## config.mk

```make
export PLATFORM = sky130hd
export DESIGN_NAME = key_sequencer
export DESIGN_NICKNAME = d
export VERILOG_FILES = /design/src/rtl/key_sequencer.sv
export SDC_FILE = /design/constraint.sdc
export NUM_CORES = 1
export LEC_CHECK = 0
export CAP_MARGIN = 20
export CELL_PAD_IN_SITES_DETAIL_PLACEMENT = 0
export CELL_PAD_IN_SITES_GLOBAL_PLACEMENT = 1
export CORE_ASPECT_RATIO = 1.75
export CORE_MARGIN = 2
export CORE_UTILIZATION = 30
export DETAILED_ROUTE_END_ITERATION = 10
export MAX_ROUTING_LAYER = met4
export PLACE_DENSITY_LB_ADDON = 0.08
export SLEW_MARGIN = 15
export SYNTH_ARGS = -nofsm -noshare
export SYNTH_HDL_FRONTEND = slang
export SYNTH_SLANG_ARGS = --single-unit
export TNS_END_PERCENT = 20
```

## constraint.sdc

```tcl
create_clock -name clk -period 3 [get_ports clk]
set_clock_uncertainty 0.2 [all_clocks]
set_input_delay 0.9 -clock clk [delete_from_list [all_inputs] [get_ports clk]]
set_output_delay 0.9 -clock clk [all_outputs]
set_load 0.02 [all_outputs]
```

## src/rtl/key_sequencer.sv

```systemverilog
// PRESENT-80 round-key sequencer: loads an 80-bit key and streams
// round keys K1..K_ROUNDS over a valid/ready handshake.

module key_schedule (
    input  logic [79:0] x,
    input  logic [4:0]  i,
    output logic [79:0] r
);

    function automatic logic [3:0] sbox(input logic [3:0] v);
        logic [3:0] s;
        unique case (v)
            4'h0: s = 4'hc;
            4'h1: s = 4'h5;
            4'h2: s = 4'h6;
            4'h3: s = 4'hb;
            4'h4: s = 4'h9;
            4'h5: s = 4'h0;
            4'h6: s = 4'ha;
            4'h7: s = 4'hd;
            4'h8: s = 4'h3;
            4'h9: s = 4'he;
            4'ha: s = 4'hf;
            4'hb: s = 4'h8;
            4'hc: s = 4'h4;
            4'hd: s = 4'h7;
            4'he: s = 4'h1;
            default: s = 4'h2;
        endcase
        return s;
    endfunction

    logic [79:0] rot;

    always_comb begin
        rot          = {x[18:0], x[79:19]};
        r            = rot;
        r[79:76]     = sbox(rot[79:76]);
        r[19:15]     = rot[19:15] ^ i;
    end

endmodule

module key_sequencer #(
    parameter int ROUNDS = 32
) (
    input  logic        clk,
    input  logic        rst,
    input  logic        start,
    input  logic [79:0] key,
    output logic [63:0] rk,
    output logic [5:0]  rk_idx,
    output logic        rk_valid,
    input  logic        rk_ready,
    output logic        busy,
    output logic        done
);

    typedef enum logic [1:0] {
        IDLE = 2'd0,
        EMIT = 2'd1,
        DONE = 2'd2
    } state_t;

    localparam logic [5:0] LAST = 6'(ROUNDS);

    state_t      state, state_nxt;
    logic [79:0] ks, ks_nxt, ks_r;
    logic [5:0]  rnd, rnd_nxt;

    // Counter passed in is the index of the key being replaced.
    key_schedule u_ks (
        .x (ks),
        .i (rnd[4:0]),
        .r (ks_r)
    );

    always_ff @(posedge clk) begin
        if (rst) begin
            state <= IDLE;
            ks    <= '0;
            rnd   <= '0;
        end else begin
            state <= state_nxt;
            ks    <= ks_nxt;
            rnd   <= rnd_nxt;
        end
    end

    always_comb begin
        state_nxt = state;
        ks_nxt    = ks;
        rnd_nxt   = rnd;
        rk        = '0;
        rk_idx    = '0;
        rk_valid  = 1'b0;
        busy      = 1'b0;
        done      = 1'b0;
        unique case (state)
            IDLE: begin
                if (start) begin
                    ks_nxt    = key;
                    rnd_nxt   = 6'd1;
                    state_nxt = EMIT;
                end
            end
            EMIT: begin
                rk_valid = 1'b1;
                rk       = ks[79:16];
                rk_idx   = rnd;
                busy     = 1'b1;
                if (rk_ready) begin
                    // Last key accepted: no further key is derived.
                    if (rnd == LAST) begin
                        state_nxt = DONE;
                    end else begin
                        ks_nxt  = ks_r;
                        rnd_nxt = rnd + 6'd1;
                    end
                end
            end
            DONE: begin
                done      = 1'b1;
                busy      = 1'b1;
                state_nxt = IDLE;
            end
            default: begin
                state_nxt = IDLE;
            end
        endcase
    end

endmodule

```

## Word-level counts from Yosys, hierarchy flattened

Memory sizes are Yosys's and may differ from the RTL's. A register that Yosys moved wholly into a read port is not among the register bits.
Cells that the tools add are included.
W data, S select, Z words.

| word-level totals | value |
|---|---|
| bits in registers | 88 |
| ROM bits | 64 |
| input port bits | 84 |
| output and inout bits | 73 |
| word-level logic and storage cells | 37 |
| memories | 1 |

| cells by class | value |
|---|---|
| add/subtract/negate cells | 1 |
| equal/unequal tests | 7 |
| muxes and demuxes | 19 |
| bitwise operators | 1 |
| reductions and logical operators | 5 |

Memory list:

| memory | depth | width | rd ports | clocked after Yosys merged registers in | wr ports | RTL line | source |
|---|---|---|---|---|---|---|---|
| (name not given) | 16 | 4 | 1 | 1 | 0 | 12 | `unique case (v)` |

Operator list:

| cell | number |
|---|---|
| $mux W80 | 3 |
| $pmux W80 S2 | 1 |
| $mux W64 | 1 |
| $mux W6 | 4 |
| $pmux W6 S2 | 1 |
| $mux W4 | 2 |
| $ne A2 B2 Y1 const B | 4 |
| $add A6 B1 Y6 const B | 1 |
| $eq A6 B6 Y1 const B | 1 |
| $mux W2 | 3 |
| $xor A5 B5 Y5 | 1 |
| $pmux W2 S2 | 1 |
| $reduce_and A4 Y1 | 1 |
| $mux W1 | 3 |
| $reduce_and A3 Y1 | 1 |
| $eq A2 B1 Y1 const B | 1 |
| $eq A2 B2 Y1 const B | 1 |
| $logic_not A2 Y1 | 1 |
| $reduce_bool A2 Y1 | 1 |
| $reduce_or A2 Y1 | 1 |

## Depth between registers and ports, before layout

| depth | value |
|---|---|
| word-level depth | 6 |
| gate-level depth with buffers | 13 |
| gate-level depth less buffers | 11 |

## Cells and area by module

A second synthesis with hierarchy kept.

| unflattened totals | value |
|---|---|
| cell total of the unflattened synthesis | 594 |
| area, all modules | 5437.7 sq um |

Modules (own cells, without submodules):

| module | instances | cells each | area an instance (sq um) | seq. area each (sq um) |
|---|---|---|---|---|
| key_sequencer | 1 | 500 | 4682.0 | 1761.7 |
| key_schedule | 1 | 94 | 755.7 | 0.0 |

## Worst setup path before layout

Ideal clock, no wire load.

| timing | value |
|---|---|
| path kind | reg2out |
| start point | reg state[1] |
| end point | out rk[0] |
| arrival | 1.929 ns |
| required time | 1.900 ns |
| path slack | -0.029 ns |
| cell stages (with the launch flop) | 8 |
| buffers on the path | 4 |
| cell sequence | dfxtp_1 > inv_1 > ha_1 > buf_2 > buf_2 > buf_1 > clkbuf_1 > and2_1 |

| on the way | value |
|---|---|
| longest elaborated chain between the ends | 2 |

Ends and longest elaborated chain:

| what | RTL line | source |
|---|---|---|
| from (decl) | 67 | `state_t state, state_nxt;` |
| from (signal assigned) | 84 | `state <= state_nxt;` |
| $eq A2 B1 Y1 | 99 | `unique case (state)` |
| $mux W64 | 99 |  |
| to (decl) | 51 | `output logic [63:0] rk,` |

Every way passes these cells.

## Worst setup path in the final report

| timing | value |
|---|---|
| start point | reg state[1] |
| end point | out rk[13] |

Same word-level chain as after synthesis.

==> metrics.txt <==
clock transition at the registers of the reported paths 0.07 ns; highest-delay cell along the critical path dlygate4sd2_1; number of global-route vias before repair 4383; delay-heaviest family, CP buffers and inverters; data arrival at the endpoint of the critical path 1.82 ns; sequential fraction of the synthesis area 0.3956; leakage power figure 2.795 nW; H-tree depth reported by CTS 3; total wire length ~15000 microns; area growth from synthesis to layout 44.32%; fin area 0.006719 sq mm; number of enable-type register cells in the synthesized netlist 0; worst voltage drop across the vdd grid 0.6067 mV; area of the die 0.01657 sq mm; detail-routed via count per cell 4.899; count of state elements after synthesis 92; pin slew with the least headroom to its limit 0.5355 ns; outcome finished clean; cell area after placement roughly 0.0065 sq mm; share of layout cells above drive strength 1 0.1068; Fill cells 1589; ordered list of cells on the worst path inv_1 > ha_4 > buf_4 > and2_1 > dlygate4sd2_1; worst hold-check slack 0.2538 ns; Yosys top cell by area dfxtp_1; clock sink count 92; cts-stage hold buffer count 0; Mapped Area 0.004656 sq mm; count of synthesis-stage warnings from yosys 0; number of nets in the layout between 700 and 800; power per standard cell area 939.8 mW/mm^2; max-cap check violation count 0; Synth top area share 0.3956; routed vias 4350; fraction of the core area covered by cells at the end of the flow 0.4387; fraction of registers with async set or reset after synthesis 0; startpoint types flop; grt ovf 0; number of buffers between clock root and the deepest sink 2; crit path capture type output pin; Vert. Die Dim 168.8 microns; global-route wire length before repair 23740 microns; Critical Setup Path Class flop to output pin; setup-violating endpoint count in the final report 0; total negative setup slack 0 ns; DP Wirelength roughly 11000 microns; initial drt markers ~120; DRT antenna net count 0; TritonRoute pass-1 iters 6; share of the cycle needed by the critical path after routing 0.9731; worst-case headroom to the max-slew limit 0.6430; top cell types by occurrence after synthesis dfxtp_1 (92), and2_1 (67), nor2_1 (65), a211oi_1 (57), a21oi_1 (56); total core area 0.01531 sq mm; Worst path max stage delay ~0.36 ns; total global-route track usage 0.1871; most frequent cell after synthesis dfxtp_1; clock buffer count from CTS 9; antenna violations before repair 0; number of cell rows 60; WL per Instance between 15 and 20 microns; Worst-Skew Late Latency 0.34 ns; Buffers & Inverters on Critical Path 3; largest driver fanout on the critical path 8; post-route minimum period 2.919 ns; number of cells in the finished layout apart from fillers 888; HP Class flop to flop; Mapped Avg Cell Area between 8 and 9 sq um; Horiz. Die Dim 98.17 microns; Top Ports 157; count of different cell masters after synthesis 43; highest attainable clock frequency 0.3426 GHz; RSZ-0062 raised after global routing yes; Net Count, Synth 644; total inserted antenna cells 0; CTS tree done; largest net degree at the start of global routing 80; PortBufs 156; buffer cell driving the clock tree root clkbuf_16; count of pins over their slew limit 0; RePlAce Congestion 0.8490; initial core utilization 0.3040; residual DRC count 0; top_reg_cell synth dfxtp_1; number of cells produced by synthesis 548; final count of hold timing violations 0; placed cell count around 870; most area-consuming cells after synthesis dfxtp_1 (40%), mux2i_1 (9.7%), a211oi_1 (9.2%); Data required, critical path around 1.9 ns
==> worst register-to-register path: cells and delay by family, from the launching register on <==
| kind | cells | cell delay [ns] |
|---|---|---|
| AO/OA/AOI/OAI | 3 | 0.68 |
| adder cells (fa/ha/maj) | 2 | 0.49 |
| buffers and inverters | 4 | 0.66 |
| flip-flops | 1 | 0.33 |
| multiplexers | 1 | 0.27 |
| AND/OR/NAND/NOR | 1 | 0.15 |
==> registers in the layout, indices dropped and copies added (netlist names) <==
name and cells:
state 2, rnd 6, u_ks.r 4, ks 80
==> logic make-up after synthesis <==
logic type | synth area share
and+or+nand+nor | 0.2115
AOI/OAI and AO/OA | 0.1838
DFF | 0.3956
buffers and inverters | 0.05294
muxes | 0.1070
adders and majority gates | 0.03225
xor gates and xnor gates | 0.01693
==> placed cells by master, fill, tap and decap left out, types with 20 or more instances in the layout <==
cell type        count
clkdlybuf4s15_1     23
nor2_1              65
dlygate4sd2_1       28
clkbuf_2            20
nand2_1             32
and2_1              67
a21oi_1             56
dfxtp_1             92
clkdlybuf4s50_1     84
mux2i_1             45
buf_4               24
a211oi_1            57
==> what timing repair did <==
action | in CTS | in global routing
endpoints found under the setup margin | 71 | 45
pin swaps | 0 | 0
setup buffers | 1 | 0
gates cloned | 0 | 0
gates resized for setup | 74 | 61
==> area by class of cell <==
type,instances,area (sq um),area share
clock inverters,4,75.07,0.01117
clock buffers,11,232.7,0.03464
flip-flops and latches,92,1842,0.2741
repair buffers,184,1697,0.2525
inverters,14,52.55,0.007821
multi-input cells,397,2587,0.3851
well taps,186,232.7,0.03464
==> report_power, final <==
part           internal (mW)  switching (mW)  total, mW
Combinational           1.39            1.83       3.21
Sequential              1.67           0.239       1.90
Clock                  0.726           0.470       1.20
Total                   3.78            2.53       6.31
==> layer usage <==
| metal | share of wire | vias up | GRT usage | wire length, microns |
|---|---|---|---|---|
| li1 | - | 2195 | - | - |
| met1 | 0.43 | 2025 | 0.2279 | 6607 |
| met2 | 0.51 | 108 | 0.3177 | 7774 |
| met3 | 0.042 | 22 | 0.02890 | 640 |
| met4 | 0.023 | 0 | 0.05896 | 358 |
| met5 | 0 | - | - | 0 |
==> stage by stage <==
stage	total power, mW	setup slack, ns
2_1_floorplan	4.009	0.08253
3_3_place_gp	5.252	-0.1545
3_5_place_dp	5.293	-0.1974
4_1_cts	6.413	-0.0001821
5_1_grt	6.806	-0.02963
6_report	6.315	0.08083
==> worst paths after layout <==
kind	from	to	slack, ns	cells after the start
setup reg to reg	state[1]	u_ks.r[77]	0.14	11
hold reg to reg	ks[19]	ks[19]	0.25	2
setup / recovery	state[1]	rk[13]	0.08	5
hold / removal	ks[19]	ks[19]	0.25	2
Power figures use the tool's default switching activity.
